==> src/rtl/ul_pkg.sv <==
// Shared definitions for the ul4 logic unit and its arbitrated wrapper.
package ul_pkg;

  localparam int UL_W = 4;

  localparam logic [1:0] UL_AND  = 2'b00;
  localparam logic [1:0] UL_OR   = 2'b01;
  localparam logic [1:0] UL_XOR  = 2'b10;
  localparam logic [1:0] UL_NOTA = 2'b11;

  typedef enum logic {
    EMPTY = 1'b0,
    FULL  = 1'b1
  } slot_state_t;

endpackage

==> src/rtl/rr_arbiter.sv <==
// rr_arbiter: combinational round-robin grant, searching upward from ptr with wrap.
module rr_arbiter #(
  parameter  int N  = 4,
  localparam int IW = (N > 1) ? $clog2(N) : 1
) (
  input  logic [N-1:0]  req,
  input  logic [IW-1:0] ptr,
  input  logic          en,
  output logic [N-1:0]  grant,
  output logic [IW-1:0] grant_id
);

  // First requester at or after ptr wins; nothing is granted while en is low.
  always_comb begin : search
    logic          found;
    logic [IW-1:0] idx;
    grant    = '0;
    grant_id = '0;
    found    = 1'b0;
    idx      = '0;
    for (int off = 0; off < N; off++) begin
      idx = IW'((int'(ptr) + off) % N);
      if (en && !found && req[idx]) begin
        found       = 1'b1;
        grant[idx]  = 1'b1;
        grant_id    = idx;
      end
    end
  end

endmodule

==> src/rtl/ul4.sv <==
// ul4: 4-bit bitwise logic unit, out = f(a, b, s).
module ul4
  import ul_pkg::*;
(
  input  logic [UL_W-1:0] a,
  input  logic [UL_W-1:0] b,
  input  logic [1:0]      s,
  output logic [UL_W-1:0] out
);

  // Select the bitwise operation; NOT A deliberately ignores b.
  always_comb begin
    out = '0;
    case (s)
      UL_AND:  out = a & b;
      UL_OR:   out = a | b;
      UL_XOR:  out = a ^ b;
      UL_NOTA: out = ~a;
      default: out = '0;
    endcase
  end

endmodule

==> src/rtl/ul4_arbiter.sv <==
// ul4_arbiter: shares one ul4 among NREQ requesters through a round-robin
// arbiter and a one-entry result register drained over a valid/ready port.
// Optional macro UL4_ARB_STATS_EN adds a saturating response counter op_count.
module ul4_arbiter
  import ul_pkg::*;
#(
  parameter  int NREQ = 4,
  localparam int ID_W = $clog2(NREQ)
) (
  input  logic                 clk,
  input  logic                 rst_n,
  input  logic [NREQ-1:0]      req_valid,
  output logic [NREQ-1:0]      req_ready,
  input  logic [4*NREQ-1:0]    req_a,
  input  logic [4*NREQ-1:0]    req_b,
  input  logic [2*NREQ-1:0]    req_s,
  output logic                 resp_valid,
  input  logic                 resp_ready,
  output logic [UL_W-1:0]      resp_out,
  output logic [ID_W-1:0]      resp_id
`ifdef UL4_ARB_STATS_EN
  ,output logic [15:0]         op_count
`endif
);

  slot_state_t     state;
  logic [ID_W-1:0] rr_ptr;
  logic [ID_W-1:0] grant_id;
  logic [ID_W-1:0] next_ptr;
  logic [NREQ-1:0] grant;
  logic            slot_free;
  logic            accept;
  logic [UL_W-1:0] sel_a;
  logic [UL_W-1:0] sel_b;
  logic [1:0]      sel_s;
  logic [UL_W-1:0] result;

  assign resp_valid = (state == FULL);
  assign slot_free  = !resp_valid || resp_ready;

  // Gating with rst_n keeps req_ready low for the whole time reset is held.
  rr_arbiter #(.N(NREQ)) u_arb (
    .req      (req_valid),
    .ptr      (rr_ptr),
    .en       (slot_free && rst_n),
    .grant    (grant),
    .grant_id (grant_id)
  );

  assign req_ready = grant;
  assign accept    = |(req_valid & grant);
  assign next_ptr  = (grant_id == ID_W'(NREQ - 1)) ? '0 : grant_id + 1'b1;

  // Route the granted requester's operands into the single shared ul4.
  always_comb begin
    sel_a = '0;
    sel_b = '0;
    sel_s = '0;
    for (int i = 0; i < NREQ; i++) begin
      if (grant[i]) begin
        sel_a = req_a[i*UL_W +: UL_W];
        sel_b = req_b[i*UL_W +: UL_W];
        sel_s = req_s[i*2 +: 2];
      end
    end
  end

  ul4 u_ul4 (
    .a   (sel_a),
    .b   (sel_b),
    .s   (sel_s),
    .out (result)
  );

  // Result slot FSM: an accept always overwrites, a drain without accept empties.
  always_ff @(posedge clk or negedge rst_n) begin
    if (!rst_n) begin
      state    <= EMPTY;
      resp_out <= '0;
      resp_id  <= '0;
      rr_ptr   <= '0;
    end else begin
      if (accept) begin
        resp_out <= result;
        resp_id  <= grant_id;
        rr_ptr   <= next_ptr;
      end
      case (state)
        EMPTY: if (accept) state <= FULL;
        FULL:  if (!accept && resp_ready) state <= EMPTY;
        default: state <= EMPTY;
      endcase
    end
  end

`ifdef UL4_ARB_STATS_EN
  // Count response handshakes, sticking at the top value instead of wrapping.
  always_ff @(posedge clk or negedge rst_n) begin
    if (!rst_n) begin
      op_count <= '0;
    end else if (resp_valid && resp_ready && (op_count != 16'hFFFF)) begin
      op_count <= op_count + 16'd1;
    end
  end
`endif

endmodule

==> config.mk <==
export PLATFORM = sky130hd
export DESIGN_NAME = ul4_arbiter
export DESIGN_NICKNAME = d
export VERILOG_FILES = /design/src/rtl/ul_pkg.sv /design/src/rtl/rr_arbiter.sv /design/src/rtl/ul4.sv /design/src/rtl/ul4_arbiter.sv
export SDC_FILE = /design/constraint.sdc
export NUM_CORES = 1
export LEC_CHECK = 0
export CORE_UTILIZATION = 41
export CTS_BUF_LIST = sky130_fd_sc_hd__clkbuf_8
export DETAILED_ROUTE_END_ITERATION = 10
export PLACE_DENSITY = 0.79
export SLEW_MARGIN = 25
export SYNTH_ARGS = -nofsm -noshare
export SYNTH_HDL_FRONTEND = slang
export SYNTH_SLANG_ARGS = --single-unit
==> constraint.sdc <==
create_clock -name clk -period 4.59 [get_ports clk]
set_input_delay 0.918 -clock clk [delete_from_list [all_inputs] [get_ports clk]]
set_output_delay 0.918 -clock clk [all_outputs]
set_load 0.01 [all_outputs]
==> results <==
## sequential cells by signal, summed over array words and instances, names as in the netlist
| name | flops |
|---|---|
| resp_id | 2 |
| resp_out | 4 |
| resp_valid | 1 |
| rr_ptr | 2 |
## synth_stat cells
library cell / number / area (um^2)
a21boi_0: 1 / 7.51
a221oi_1: 4 / 35.0
nor3_1: 1 / 5.00
ha_1: 16 / 200
nand3_1: 2 / 10.0
clkbuf_1: 6 / 22.5
a221o_1: 1 / 10.0
nand3b_1: 5 / 37.5
a221oi_4: 1 / 26.3
or4b_1: 1 / 10.0
o21a_1: 1 / 7.51
nand2b_1: 2 / 12.5
a211oi_1: 1 / 7.51
o21ai_0: 5 / 25.0
mux2_4: 4 / 60.1
inv_1: 17 / 63.8
mux2_2: 9 / 101
a22o_1: 2 / 17.5
a21o_1: 6 / 45.0
a21oi_1: 6 / 30.0
or3_1: 1 / 6.26
mux4_2: 7 / 158
dfrtp_1: 9 / 225
o221ai_1: 1 / 8.76
a31o_2: 3 / 26.3
o22ai_1: 6 / 37.5
buf_6: 1 / 11.3
and2b_2: 1 / 8.76
and3_1: 1 / 6.26
mux4_1: 1 / 26.3
a31oi_1: 1 / 6.26
buf_2: 1 / 5.00
a31o_4: 2 / 35.0
o2bb2ai_1: 1 / 8.76
nand2_2: 1 / 6.26
a2bb2oi_1: 1 / 8.76
nand4_1: 4 / 25.0
nand2_1: 27 / 101
a31o_1: 1 / 8.76
nor2_1: 11 / 41.3
mux2i_1: 2 / 20.0
## final timing paths
check | startpoint | endpoint | slack, ns | cells after the start
max | req_valid[3] | req_ready[2] | 0.12 | 8
min in group asynchronous | rst_n | rr_ptr[0]$_DFFE_PN0P_ | 0.99 | 2
min reg2reg | resp_id[0]$_DFFE_PN0P_ | resp_id[0]$_DFFE_PN0P_ | 0.51 | 1
min | resp_id[0]$_DFFE_PN0P_ | resp_id[0]$_DFFE_PN0P_ | 0.51 | 1
max reg2reg | rr_ptr[1]$_DFFE_PN0P_ | resp_out[1]$_DFFE_PN0P_ | 0.41 | 14
max in group asynchronous | rst_n | resp_id[1]$_DFFE_PN0P_ | 3.46 | 2
## repair_timing
action	4_1_cts	5_1_grt
setup buffers	0	2
endpoints found under the setup margin	1	5
resized for setup	1	4
## layout make-up
type,instances,share of cell area [%]
clock buffer,3,1.72
tap,46,2.40
multi-input combinational,140,50.0
clock inverter,1,0.157
timing repair buffer,86,33.6
sequential,9,9.40
inverter,17,2.66
## power groups by stage
stage / logic, mW / registers [mW] / clock network [mW]
after global placement: 1.26 / 0.125 / 0
after detailed placement: 1.28 / 0.126 / 0
after floorplan: 0.859 / 0.139 / 0
final: 1.30 / 0.125 / 0.0910
after global routing: 1.43 / 0.128 / 0.100
after CTS: 1.28 / 0.126 / 0.0930
## worst max-delay path, stage by stage
cell             delay [ns]
clkdlybuf4s50_1        0.47
mux4_2                 0.50
or4b_1                 0.55
buf_4                  0.18
a21oi_2                0.15
nor2_1                 0.09
inv_2                  0.14
clkdlybuf4s50_1        0.56
## kinds of logic after synthesis
logic type                 count (synthesis)  synth area share (%)
adders and majority gates                 16                  13.2
muxes                                     23                  24.1
AOI/OAI and AO/OA                         44                  23.2
and+or+nand+nor                           57                  17.8
buffers and inverters                     25                  6.77
DFF                                        9                  14.9
## stage by stage
step	cell area (um^2)	utilization (%)
after floorplan	1520	-
after global placement	2320	67.4
after detailed placement	2320	67.4
after CTS	2360	68.7
after global routing	2390	69.6
final	2390	69.6
## metal layers
| metal | global-route usage [%] | vias to the layer above |
|---|---|---|
| li1 | - | 810 |
| met1 | 34.3 | 784 |
| met2 | 38.2 | 64 |
| met3 | 3.65 | 4 |
| met4 | 8.72 | 0 |
| met5 | 0 | - |
## cells in the final DEF, fill, tap and decap left out, drive strengths merged, types with 5 or more instances in the layout
master and n:
ha 16, nor2 11, nand2 28, dfrtp 9
a31o 6, o21ai 5, nand3b 5, a21o 6
inv 18, buf 29, a221oi 5, a21oi 6
o22ai 6, mux4 8, clkdlybuf4s50 55, mux2 13
==> results_dict.tcl <==
set metrics [dict create \
    irDropWorstVdd_mv 0.331 \
    layout-drive-gt1-share_pct 24.6 \
    die_area_um2 3940 \
    drtPass1Iterations 4 \
    grt_max_degree 15 \
    fin_nets 320 \
    power_leakage_nw 1.10 \
    core_um2 3440 \
    p_total_mw 1.52 \
    cts.path.max_buffers 2 \
    finalWeightedCongestion 0.956 \
    skew_ns 0.00686 \
    synth.distinct_cells 41 \
    synth-seq-cells 9 \
    drtIter0Drc 91 \
    fp.dieW_um 62.8 \
    drt-met1-wl_um 2180 \
    regArea_um2 225 \
    powerDensity_nw_per_um2 635 \
    track_usage_pct 24.6 \
    cts_tree "done" \
    portBuffers 57 \
    fill_cells 282 \
    p_int_uw 862 \
    synthesis.area_um2 1520 \
    cp-end-kind "output port" \
    rows 21 \
    start_util_pct 44.0 \
    wl_um 4530 \
    avgSynthCellArea_um2 8.71 \
    clkLatencyLatePin_ns 0.24 \
    hold_viol_final 0 \
    detailed_place_hpwl_um 3630 \
    crit_path_max_fanout 7 \
    highest_layer "met4" \
    hold_ws_ns 0.508 \
    cts_root_buffer "clkbuf_8" \
    setup-violations-final 0 \
    ys_seq_area_share_pct 14.9 \
    arrival_ns 3.56 \
    max_freq_mhz 224 \
    swShare_pct 43.3 \
    synthesis.instances 174 \
    grt_pass1_wl_um 7510 \
    start_kind "input pin" \
    synth-warning-count 0 \
    maxCapViolations 0 \
    antennaDiodeCount 0 \
    switching_power_uw 658 \
    htree_num_levels 1 \
    io_pins 58 \
    wl_met3_um 264 \
    stdcell_count 302 \
    vias 1662 \
    wl_per_cell_um 15.0 \
    max-slew-margin-rel_pct 69.1 \
    pwr-share-comb_pct 85.8 \
    pwr-share-clk_pct 6.0 \
    dr_wl_met2_um 2020 \
    antenna_found_initial 0 \
    pre_cts_slack_ns -0.188 \
    hold_class "reg2reg" \
    grt_pass1_vias 1561 \
    worstPathRequired_ns 3.67 \
    multi_input_area_um2 1200 \
    fin_crit_sh_pct 97.5 \
    tightest_slew_ns 0.464 \
    finalSetupTns_ns 0 \
    ctsHoldBuffers 0 \
    viasPerCell 5.50 \
    numCtsBuffers 3 \
    overflow 0 \
    drc 0 \
    drv_slew 0 \
    seqPwrFrac_pct 8.2 \
    drtAntennaViolNets 0 \
    critPathKind "in2out" \
    die_height_um 62.8 \
    setup_ws_ns 0.117 \
    synth_nets 237 \
    clock_sinks 9 \
    period_minus_slack_ns 4.47 \
    dp_cells 296 \
    path_clk_slew_ns 0.05 \
    area_growth_pct 58.1 \
    status "finished, final reports clean" \
]
Note: power is estimated with default switching activity, not from simulation.
